[src/rtl/pipeline_controller_pkg.sv]
// Shared pipeline definitions: controller state encoding, bubble constant, stage registers.
// Latency: n/a (types and constants only).
// Backpressure: n/a.
package pipeline_controller_pkg;

  // Controller FSM encoding
  typedef enum logic [1:0] {
    ST_RUN      = 2'd0,
    ST_MEM_WAIT = 2'd1,
    ST_FAULT    = 2'd2
  } ctrl_state_t;

  // Bubble: an all-zero instruction word decodes as a NOP with every control bit clear
  localparam logic [31:0] NOP_INSTR = 32'h0000_0000;

  // Per-instruction control bits carried down the pipe
  typedef struct packed {
    logic reg_write;
    logic mem_read;
    logic mem_write;
    logic branch;
  } ctrl_t;

  localparam ctrl_t CTRL_BUBBLE = '0;

  // Stage register layouts; a flush loads the bubble form of each
  typedef struct packed {
    logic [31:0] pc;
    logic [31:0] instr;
  } if_id_t;

  typedef struct packed {
    logic [31:0] pc;
    logic [4:0]  rs1;
    logic [4:0]  rs2;
    logic [4:0]  rd;
    ctrl_t       ctrl;
  } id_ex_t;

  typedef struct packed {
    logic [31:0] alu_res;
    logic [4:0]  rd;
    ctrl_t       ctrl;
  } ex_mem_t;

  typedef struct packed {
    logic [31:0] wb_dat;
    logic [4:0]  rd;
    ctrl_t       ctrl;
  } mem_wb_t;

endpackage

[src/rtl/pipeline_controller_hazard_detect.sv]
// Load-use hazard comparator between the ID instruction and a load in EX.
// Latency: combinational, zero cycles.
// Backpressure: none; the result feeds the controller's stall decision.
// Ports: id_rs1/id_rs2 + id_use_rs1/id_use_rs2 (ID sources), ex_rd/ex_mem_read (EX load), load_use (hazard).
module hazard_detect (
  input  logic [4:0] id_rs1,
  input  logic [4:0] id_rs2,
  input  logic       id_use_rs1,
  input  logic       id_use_rs2,
  input  logic [4:0] ex_rd,
  input  logic       ex_mem_read,
  output logic       load_use
);

  // x0 is hardwired zero, so a load targeting it never creates a dependency
  assign load_use = ex_mem_read && (ex_rd != 5'd0) &&
                    ((id_use_rs1 && (id_rs1 == ex_rd)) ||
                     (id_use_rs2 && (id_rs2 == ex_rd)));

endmodule

[src/rtl/pipeline_controller.sv]
// Pipeline stall/flush controller with memory-wait timeout and performance counters.
// Latency: control outputs are combinational (zero-cycle); counters update on the next edge.
// Backpressure: mem_busy freezes PC..EX/MEM and bubbles MEM/WB; a stuck memory halts the core.
// Ports: clk, reset_n; ID/EX hazard inputs, ex_branch_taken, mem_busy; stage enables, flushes,
//        pc_redirect, halted; stall_cycles / flush_events counters (CNT_W bits, saturating).
module pipeline_controller
  import pipeline_controller_pkg::*;
#(
  parameter int MEM_TIMEOUT = 255,
  parameter int CNT_W       = 32
) (
  input  logic             clk,
  input  logic             reset_n,
  input  logic [4:0]       id_rs1,
  input  logic [4:0]       id_rs2,
  input  logic             id_use_rs1,
  input  logic             id_use_rs2,
  input  logic [4:0]       ex_rd,
  input  logic             ex_mem_read,
  input  logic             ex_branch_taken,
  input  logic             mem_busy,
  output logic             pc_en,
  output logic             if_id_en,
  output logic             id_ex_en,
  output logic             ex_mem_en,
  output logic             pc_redirect,
  output logic             if_id_flush,
  output logic             id_ex_flush,
  output logic             mem_wb_flush,
  output logic             halted,
  output logic [CNT_W-1:0] stall_cycles,
  output logic [CNT_W-1:0] flush_events
);

  localparam int WAIT_W = $clog2(MEM_TIMEOUT + 1);
  localparam logic [WAIT_W:0] TIMEOUT_V = (WAIT_W + 1)'(MEM_TIMEOUT);

  ctrl_state_t       state, state_nxt;
  logic [WAIT_W-1:0] wait_cnt;
  logic [WAIT_W:0]   busy_count;
  logic              timeout;
  logic              load_use;

  hazard_detect u_hazard_detect (
    .id_rs1      (id_rs1),
    .id_rs2      (id_rs2),
    .id_use_rs1  (id_use_rs1),
    .id_use_rs2  (id_use_rs2),
    .ex_rd       (ex_rd),
    .ex_mem_read (ex_mem_read),
    .load_use    (load_use)
  );

  // busy_count is the 1-based index of the current busy cycle in the run
  assign busy_count = {1'b0, wait_cnt} + (WAIT_W + 1)'(1);
  assign timeout    = mem_busy && (busy_count >= TIMEOUT_V);

  always_ff @(posedge clk or negedge reset_n) begin
    if (!reset_n) begin
      state <= ST_RUN;
    end else begin
      state <= state_nxt;
    end
  end

  always_comb begin
    state_nxt = state;
    unique case (state)
      ST_RUN, ST_MEM_WAIT: begin
        if (mem_busy) state_nxt = timeout ? ST_FAULT : ST_MEM_WAIT;
        else          state_nxt = ST_RUN;
      end
      ST_FAULT: state_nxt = ST_FAULT;
      default:  state_nxt = ST_RUN;
    endcase
  end

  // RUN and MEM_WAIT share outputs: MEM_WAIT only differs in that it came from a freeze.
  // A branch seen while frozen is not remembered; EX is held so it is still asserted on exit.
  always_comb begin
    pc_en        = 1'b1;
    if_id_en     = 1'b1;
    id_ex_en     = 1'b1;
    ex_mem_en    = 1'b1;
    pc_redirect  = 1'b0;
    if_id_flush  = 1'b0;
    id_ex_flush  = 1'b0;
    mem_wb_flush = 1'b0;
    halted       = 1'b0;
    if (state == ST_FAULT) begin
      pc_en        = 1'b0;
      if_id_en     = 1'b0;
      id_ex_en     = 1'b0;
      ex_mem_en    = 1'b0;
      if_id_flush  = 1'b1;
      id_ex_flush  = 1'b1;
      mem_wb_flush = 1'b1;
      halted       = 1'b1;
    end else if (mem_busy) begin
      pc_en        = 1'b0;
      if_id_en     = 1'b0;
      id_ex_en     = 1'b0;
      ex_mem_en    = 1'b0;
      mem_wb_flush = 1'b1;
    end else if (ex_branch_taken) begin
      pc_redirect  = 1'b1;
      if_id_flush  = 1'b1;
      id_ex_flush  = 1'b1;
    end else if (load_use) begin
      // Hold PC and IF/ID, push a bubble into ID/EX so the load moves ahead alone
      pc_en        = 1'b0;
      if_id_en     = 1'b0;
      id_ex_flush  = 1'b1;
    end
  end

  // Wait counter never exceeds MEM_TIMEOUT: reaching it moves to FAULT, where it is frozen
  always_ff @(posedge clk or negedge reset_n) begin
    if (!reset_n) begin
      wait_cnt <= '0;
    end else if (state != ST_FAULT) begin
      wait_cnt <= mem_busy ? busy_count[WAIT_W-1:0] : '0;
    end
  end

  always_ff @(posedge clk or negedge reset_n) begin
    if (!reset_n) begin
      stall_cycles <= '0;
      flush_events <= '0;
    end else if (state != ST_FAULT) begin
      if (!pc_en && (stall_cycles != '1)) stall_cycles <= stall_cycles + CNT_W'(1);
      if (pc_redirect && (flush_events != '1)) flush_events <= flush_events + CNT_W'(1);
    end
  end

endmodule

[config.mk]
export PLATFORM = sky130hd
export DESIGN_NAME = pipeline_controller
export DESIGN_NICKNAME = d
export VERILOG_FILES = /design/src/rtl/pipeline_controller_pkg.sv /design/src/rtl/pipeline_controller_hazard_detect.sv /design/src/rtl/pipeline_controller.sv
export SDC_FILE = /design/constraint.sdc
export NUM_CORES = 1
export LEC_CHECK = 0
export CORE_MARGIN = 4
export CORE_UTILIZATION = 50
export DETAILED_ROUTE_END_ITERATION = 8
export GPL_TIMING_DRIVEN = 0
export PLACE_DENSITY = 0.9
export RECOVER_POWER = 25
export SYNTH_ARGS = -nofsm -noshare
export SYNTH_HDL_FRONTEND = slang
export SYNTH_SLANG_ARGS = --single-unit
[constraint.sdc]
create_clock -name clk -period 5.53 [get_ports clk]
set_clock_uncertainty 0.2 [all_clocks]
set_input_delay 0.8295 -clock clk [delete_from_list [all_inputs] [get_ports clk]]
set_output_delay 0.8295 -clock clk [all_outputs]
set_load 0.005 [all_outputs]
Word level (Yosys, flattened, before mapping)
Index checks and enable logic that the tools add are counted.

Bits in latches: 0. Bits in read-only memories: 0. Word-level logic and storage cells: 50. Flip-flop bits (word level): 74. Bits in writable memories: 0. Input bits: 22. Output and inout bits: 73. Memories: 0.

Shift operators: 0. Add/sub/neg operators: 3. Equality and inequality tests: 7. Reductions and logical operators: 14. Magnitude comparators: 1. Div/mod/pow operators: 0. Mux-type cells: 21. $mul: 0. Bitwise operators: 0.

Operator list (number): $add 32x1->32 const B (2); $ne 32x32->1 const B (2); $mux 1 (17); $eq 5x5->1 (2); $add 8x1->9 const B (1); $ge 9x8->1 const B (1); $mux 8 (1); $logic_and 1x1->1 (7); $reduce_bool 5->1 (1); $mux 2 (2); $pmux 2 s2 (1); $reduce_and 2->1 (2); $eq 2x1->1 const B (1); $eq 2x2->1 const B (1); $logic_not 2->1 (1); $ne 2x2->1 const B (1); $reduce_or 2->1 (1); $logic_not 1->1 (1); $logic_or 1x1->1 (1).

Depth between registers and ports, before layout
Gate-level depths: netlist of run 1.

Word-level depth: 11. Gate-level depth with buffers: 8. Mapped depth without buffers: 7.

Hierarchy
Synthesis of run 1 repeated with hierarchy kept, for this count alone.

Cell total of the unflattened synthesis: 387. Area total of the unflattened synthesis: 3922.5 um^2.

Modules (own cells, without submodules): pipeline_controller (cells each 370, area an instance 3788.6 um^2, seq. area each 1851.8 um^2, times used 1); hazard_detect (cells each 17, area an instance 133.9 um^2, seq. area each 0.0 um^2, times used 1).

Worst setup path after synthesis of run 1
Ideal clock, no wire load.

Path kind: in2out. From: in ex_rd[0]. To: out pc_en. Cell stages on the path: 6. Slack: 2.403 ns. Arrival: 2.097 ns. Path through: or4_1 -> o21ai_1 -> nor2_1 -> a21oi_2 -> buf_2 -> buf_4.

Cells in the longest elaborated chain, start to end: 8. Elaborated cells between the ends (all ways): 12.

RTL lines: start: declaration (RTL line pipeline_controller.sv:18) `input logic [4:0] ex_rd,`; $eq 5x5->1, on equally long branches (RTL line pipeline_controller_hazard_detect.sv:17, pipeline_controller_hazard_detect.sv:18); $logic_and 1x1->1, on equally long branches (RTL line pipeline_controller_hazard_detect.sv:17, pipeline_controller_hazard_detect.sv:18); $logic_or 1x1->1 (RTL line pipeline_controller_hazard_detect.sv:17) `((id_use_rs1 && (id_rs1 == ex_rd)) ||`; $logic_and 1x1->1 * (RTL line pipeline_controller_hazard_detect.sv:16) `assign load_use = ex_mem_read && (ex_rd != 5'd0) &&`; $mux 1 * (4 in series); end: declaration (RTL line pipeline_controller.sv:22) `output logic pc_en,`.

Mark *: on every way between the ends. The rest lies on a longest branch, timed or not.

Worst setup path after layout of run 1
From: in ex_rd[0]. To: out pc_en.

Cells in the longest elaborated chain, start to end: 8. Elaborated cells between the ends (all ways): 12.

RTL lines: $eq 5x5->1, on equally long branches (RTL line pipeline_controller_hazard_detect.sv:17, pipeline_controller_hazard_detect.sv:18); $logic_and 1x1->1, on equally long branches (RTL line pipeline_controller_hazard_detect.sv:17, pipeline_controller_hazard_detect.sv:18); $logic_or 1x1->1 (RTL line pipeline_controller_hazard_detect.sv:17); $logic_and 1x1->1 * (RTL line pipeline_controller_hazard_detect.sv:16); $mux 1 * (RTL line pipeline_controller.sv:109) `end else if (load_use) begin`; $mux 1 * (RTL line pipeline_controller.sv:105) `end else if (ex_branch_taken) begin`; $mux 1 * (RTL line pipeline_controller.sv:99) `end else if (mem_busy) begin`; $mux 1 * (RTL line pipeline_controller.sv:90) `if (state == ST_FAULT) begin`.

Marked as above.

==> results.py, run 1 <==
metrics = {
    "pwr": {
        "power_density_nw_per_um2": 214.5,
        "p_leak_nw": 2.100,
        "vdd.ir_drop.worst_mv": 0.1554,
    },
    "cts": {
        "cts_buffers": 9,
        "path_clk_slew_ns": 0.09,
        "clock_sinks": 74,
        "htree_levels": 3,
        "root_buffer": "clkbuf_8",
        "post_cts_buffers": 0,
        "cts_buffer_depth": 2,
        "cts_tree": "done",
        "clkLatencyLatePin_ns": 0.35,
        "holdBufCountCts": 0,
        "cts_resized": 0,
    },
    "detailed_routing": {
        "num_vias": 3204,
        "via_per_inst": 5.534,
        "drc": 0,
        "drt-total-wl_um": 9477,
        "ant_nets": 0,
        "wl_met2_um": 5072,
        "drt-met1-wl_um": 3841,
        "firstDrtPassIters": 4,
        "drt_iter0_drc": 127,
        "post_drt_wl_per_cell_um": 16.37,
        "wl_met3_um": 415,
        "top_layer_used": "met4",
    },
    "floorplanning": {
        "io_pins": 95,
        "dieWidth_um": 94.93,
        "core_area_um2": 7292,
        "dieArea_um2": 9012,
        "rows": 31,
        "dieHeight_um": 94.93,
        "start_util_pct": 51.82,
    },
    "synth": {
        "synth-async-reset-ratio_pct": 100.0,
        "yosysWarnings": 0,
        "synth-seq-area-share_pct": 49.01,
        "synth_top_area_share_pct": 49.01,
        "synth-main-ff-cell": "dfrtp_1",
        "syn_inst": 369,
        "yosys-top-cells-area": "dfrtp_1 49%, xor2_1 8.8%, xnor2_1 8.3%",
        "synth_cell_types": 46,
        "avgSynthCellArea_um2": 10.24,
        "yosysTopAreaCell": "dfrtp_1",
        "syn_nets": 395,
        "synth_edf_count": 0,
        "synth_area_um2": 3779,
        "ys_ff_latch": 74,
    },
    "grt": {
        "grt_overflow_total": 0,
        "grt_pass1_vias": 3186,
        "grt_max_degree": 53,
        "grt_pass1_wl_um": 15280,
        "antenna_found_initial": 0,
        "grt_usage_pct": 21.87,
    },
    "worst_setup_path": {
        "reg2reg_setup_slack_ns": 2.87,
        "worstPathMaxFanout": 11,
        "setup.worst_path.end_class": "output pin",
        "worstReg2RegStart": "stall_cycles[0]",
        "reg2reg_to": "stall_cycles[1]",
        "arrival_ns": 3.30,
        "worst_ep_required_time_ns": 4.50,
        "r2r.worst_path.cells": 8,
        "crit_type": "in2out",
        "cp-endpoint": "pc_en",
        "critPathLaunch": "ex_rd[0]",
        "start_kind": "primary input",
    },
    "final_layout": {
        "drive_gt1_share_pct": 7.292,
        "area_growth_syn_to_layout_pct": 33.61,
        "final_util_pct": 69.23,
        "n_fill_cell": 587,
        "nets": 501,
        "multi_input_area_um2": 1829,
        "seqCellArea_um2": 1852,
        "n_antenna_cell": 0,
    },
    "timing": {
        "grt_setup_unrepaired": "false",
        "period_minus_slack_ns": 4.329,
        "tightest_slew_ns": 2.757,
        "setup_viol": 0,
        "tns_ns": 0,
        "min_period_over_period_pct": 78.28,
        "slew_viol_final": 53,
        "hold_violations": 0,
        "slew-limit-headroom_pct": -83.82,
        "timing.fmax_ghz": 0.2310,
    },
    "placement": {
        "portBuffers": 94,
        "dp_hpwl_um": 7075,
        "gp_congestion": 0.8746,
    },
    "outcome": {
        "status": "finished, violations left",
        "violations": "max-capacitance violations, max-slew violations",
    },
    "hold_path": {
        "hold_class": "reg2reg",
    },
    "run": {
        "drv_cap": 1,
    },
}
## report_power, final
| group | switching [mW] | leakage, nW | internal (mW) | total, mW |
|---|---|---|---|---|
| logic | 0.0303 | 1.08 | 0.0426 | 0.0729 |
| clock network | 0.226 | 0.103 | 0.217 | 0.443 |
| registers | 0.0154 | 0.919 | 0.552 | 0.567 |
| total | 0.271 | 2.10 | 0.811 | 1.08 |
## registers in the layout, summed over array words and instances (netlist names)
signal and cells:
stall_cycles 32, flush_events 32, wait_cnt 8, state 2
## per-layer routing
metal | vias up | GRT usage (%)
met2 | 92 | 37.93
li1 | 1514 | -
met3 | 15 | 3.904
met1 | 1583 | 26.93
met5 | - | 0
met4 | 0 | 8.654
## synthesized netlist by cell type (4+ instances only)
cell,instances
nor3_1,22
xor2_1,38
xnor2_1,36
ha_1,4
nand2_1,39
nor4_1,14
and4_1,4
dfrtp_1,74
buf_2,6
nand3_1,26
and3_1,9
o21ai_0,7
nand4_1,21
inv_1,6
nor2_1,17
## metrics by stage
step / worst slack [ns] / hold WS, ns / cells / power (mW) / cell area, µm²
4_1_cts: 1.219 / 0.1601 / 579 / 1.095 / 5076
3_3_place_gp: 0.9443 / 0.2436 / 562 / 0.6496 / 4843
5_1_grt: 0.6631 / 0.2801 / 579 / 1.128 / 5049
6_report: 1.201 / 0.2705 / 579 / 1.083 / 5049
2_1_floorplan: 2.403 / 0.2335 / 369 / 0.5945 / 3779
3_5_place_dp: 1.221 / 0.2641 / 563 / 0.6538 / 4868
## worst max-delay path: stages
cell and delay (ns):
clkdlybuf4s50_1 0.47, or4_1 0.53, o21ai_1 0.18, nor2_1 0.08, a21oi_2 0.29, buf_2 0.30, buf_4 0.14, clkdlybuf4s50_1 0.48
## worst min path at each step
stage | start | end | cells past startpoint
2_1_floorplan | state[1] | state[0] | 1
4_1_cts | reset_n | flush_events[28] | 1
5_1_grt | state[1] | state[0] | 1
3_3_place_gp | state[1] | state[0] | 1
3_5_place_dp | state[1] | state[0] | 1
6_report | state[1] | state[0] | 1
## placed cells by master (no fill, tap or decap), types with 2 or more instances in the layout
cell and instances:
nand2_1 39, and2_1 2, buf_2 6, xnor2_1 36, dfrtp_1 74, clkbuf_8 9
ha_1 4, nand3_1 26, o22ai_1 2, clkbuf_1 4, o2111a_1 3, and3_1 9
nor2_1 17, nand4_1 21, nor3_1 22, or3_1 2, mux2i_1 3, nor4_1 14
and4_1 4, buf_4 3, clkdlybuf4s50_1 93, nand2b_1 2, o31ai_1 2, nor3b_1 3
xor2_1 38, inv_6 3, a21oi_1 2, inv_1 6, o21ai_0 7
## cell families (layout without fill, tap and decap cells)
| group | Yosys count | after routing | share of synthesized area (%) |
|---|---|---|---|
| AO/OA/AOI/OAI | 24 | 24 | 4.470 |
| XOR/XNOR | 74 | 74 | 17.15 |
| adder cells (fa/ha/maj) | 4 | 4 | 1.325 |
| buffers and inverters | 19 | 130 | 2.583 |
| flip-flops | 74 | 74 | 49.01 |
| multiplexers | 5 | 5 | 1.490 |
| AND/OR/NAND/NOR | 169 | 169 | 23.97 |
## layout make-up
type	count	share of cell area, %
sequential	74	36.68
timing repair buffer	95	18.59
clock inverter	7	1.660
multi-input combinational	276	36.23
buffer	12	1.413
tap	99	2.454
clock buffer	9	2.454
inverter	7	0.5204
Power figures use the tool's default switching activity.
==> inputs of run 2 (changes only) <==
--- a/config.mk
+++ b/config.mk
@@ -6,10 +6,10 @@
 export NUM_CORES = 1
 export LEC_CHECK = 0
 export CORE_MARGIN = 4
-export CORE_UTILIZATION = 50
+export CORE_UTILIZATION = 49
 export DETAILED_ROUTE_END_ITERATION = 8
 export GPL_TIMING_DRIVEN = 0
-export PLACE_DENSITY = 0.9
+export PLACE_DENSITY = 0.89
 export RECOVER_POWER = 25
 export SYNTH_ARGS = -nofsm -noshare
 export SYNTH_HDL_FRONTEND = slang
==> constraint.sdc (replaced) <==
create_clock -name clk -period 4.2 [get_ports clk]
set_clock_uncertainty 0.2 [all_clocks]
set_input_delay 0.63 -clock clk [delete_from_list [all_inputs] [get_ports clk]]
set_output_delay 0.63 -clock clk [all_outputs]
set_load 0.005 [all_outputs]
==> run 2 against run 1 <==
  * The run still ends with max-capacitance violations, max-slew violations left
  * Register-to-register slack worse by 1.4 ns
  * Final cell count did not move
  * Non-clock buffer count stayed put
  * Global-route usage hardly changed
  * Total power rose by 38%
  * Clock power rose by 46%
==> results.py, run 2 (synthesis results as in run 1) <==
metrics = {
    "outcome": {
        "status": "finished, violations left",
        "violations": "max-capacitance violations, max-slew violations",
    },
    "timing": {
        "hold_violations": 0,
        "min_period_over_period_pct": 93.39,
        "period_minus_slack_ns": 3.923,
        "hold_ws_ns": 0.2716,
        "setup_viol": 0,
        "setup_ws_ns": 0.2775,
        "tns_ns": 0,
        "slew-limit-headroom_pct": -24.91,
        "grt_setup_unrepaired": "false",
        "slew_viol_final": 35,
        "timing.fmax_ghz": 0.2549,
        "tightest_slew_ns": 1.874,
    },
    "placement": {
        "dp_hpwl_um": 6882,
        "place_inst": 563,
        "dp_worst_setup_slack_ns": 0.2822,
        "portBuffers": 94,
        "dpl_cell_area_um2": 4861,
        "gp_congestion": 0.8414,
    },
    "cts": {
        "post_cts_buffers": 0,
        "clock_sinks": 74,
        "cts_tree": "done",
        "path_clk_slew_ns": 0.08,
        "root_buffer": "clkbuf_8",
        "htree_levels": 3,
        "cts_buffers": 9,
        "cts_buffer_depth": 2,
        "clkLatencyLatePin_ns": 0.34,
        "cts_resized": 0,
        "holdBufCountCts": 0,
    },
    "worst_setup_path": {
        "worst_ep_required_time_ns": 3.37,
        "arrival_ns": 3.09,
        "setup.worst_path.end_class": "output pin",
        "start_kind": "primary input",
        "crit_type": "in2out",
        "worstPathMaxFanout": 11,
    },
    "final_layout": {
        "final_util_pct": 69.10,
        "nets": 501,
        "final_common_cell": "clkdlybuf4s50_1",
        "area_growth_syn_to_layout_pct": 34.77,
        "final_cells": 579,
        "final_cell_mix": "93 x clkdlybuf4s50_1, 74 x dfrtp_1, 39 x nand2_1",
        "n_antenna_cell": 0,
        "drive_gt1_share_pct": 7.500,
        "stdcell_area_um2": 5092,
        "reg_top3": "flush_events (32), stall_cycles (32), wait_cnt (8)",
    },
    "detailed_routing": {
        "via_per_inst": 5.506,
        "drt-total-wl_um": 9259,
        "ant_nets": 0,
        "post_drt_wl_per_cell_um": 15.99,
        "drt_iter0_drc": 150,
        "num_vias": 3188,
        "drc": 0,
        "firstDrtPassIters": 4,
    },
    "floorplanning": {
        "dieHeight_um": 95.82,
        "io_pins": 95,
        "core_area_um2": 7370,
        "dieWidth_um": 95.82,
        "dieArea_um2": 9181,
        "start_util_pct": 51.27,
        "rows": 31,
    },
    "pwr": {
        "power.internal_mw": 1.144,
        "seqPwrFrac_pct": 50.1,
        "comb_power_share_pct": 6.6,
        "swShare_pct": 23.26,
        "power_density_nw_per_um2": 292.6,
        "total_power_mw": 1.490,
        "vdd.ir_drop.worst_mv": 0.2094,
        "p_clk_share_pct": 43.3,
        "switching_power_mw": 0.3465,
        "p_leak_nw": 2.125,
    },
    "run": {
        "drv_cap": 1,
    },
    "grt": {
        "grt_pass1_vias": 3315,
        "grt_max_degree": 41,
        "antenna_found_initial": 0,
        "grt_overflow_total": 0,
        "grt_pass1_wl_um": 15790,
        "grt_usage_pct": 21.84,
    },
    "hold_path": {
        "hold_class": "reg2reg",
    },
}
-- run 2: cell types whose count changed in the layout (fill, tap and decap cells not counted) --
cell        change
inv_6           -2
clkinvlp_4      -1
bufinv_16       +1
clkbuf_1        -1
buf_12          +1
clkinv_4        +1
clkbuf_8        +1
-- run 2: final timing paths --
check / start / end / slack, ns / cells past startpoint
worst min register to register: state[1] / state[0] / 0.27 / 1
max in group asynchronous: reset_n / stall_cycles[21] / 2.13 / 1
worst max-delay path: ex_rd[0] / pc_en / 0.28 / 8
worst min-delay path: state[1] / state[0] / 0.27 / 1
worst max register to register: stall_cycles[0] / stall_cycles[1] / 1.50 / 8
min in group asynchronous: reset_n / flush_events[28] / 0.58 / 1
-- run 2: layout make-up --
cell class	instances	area (µm²)
Buffer	12	71.32
Inverter	7	26.28
Clock inverter	6	97.59
Clock buffer	10	137.6
Tap cell	99	123.9
Multi-Input combinational cell	276	1829
Sequential cell	74	1852
Timing Repair Buffer	95	954.7
Fill cell	556	2277
-- run 2: layer usage --
layer | wire length, µm | track usage [%]
met3 | 405 | 4.613
met2 | 4841 | 37.17
met1 | 3955 | 28.51
met5 | 0 | 0
met4 | 57 | 5.332
-- run 2: power by group through the flow --
stage | sequential (mW) | combinational (mW) | clock [mW]
finish | 0.747 | 0.0980 | 0.645
global route | 0.750 | 0.109 | 0.686
CTS | 0.746 | 0.101 | 0.653
detailed placement | 0.760 | 0.100 | 0
global placement | 0.760 | 0.0957 | 0
floorplan | 0.758 | 0.0250 | 0
-- run 2: worst max-delay path: stages --
cell	delay, ns
clkdlybuf4s50_1	0.48
or4_1	0.54
o21ai_1	0.17
nor2_1	0.08
a21oi_2	0.26
buf_2	0.30
buf_4	0.15
clkdlybuf4s50_1	0.49
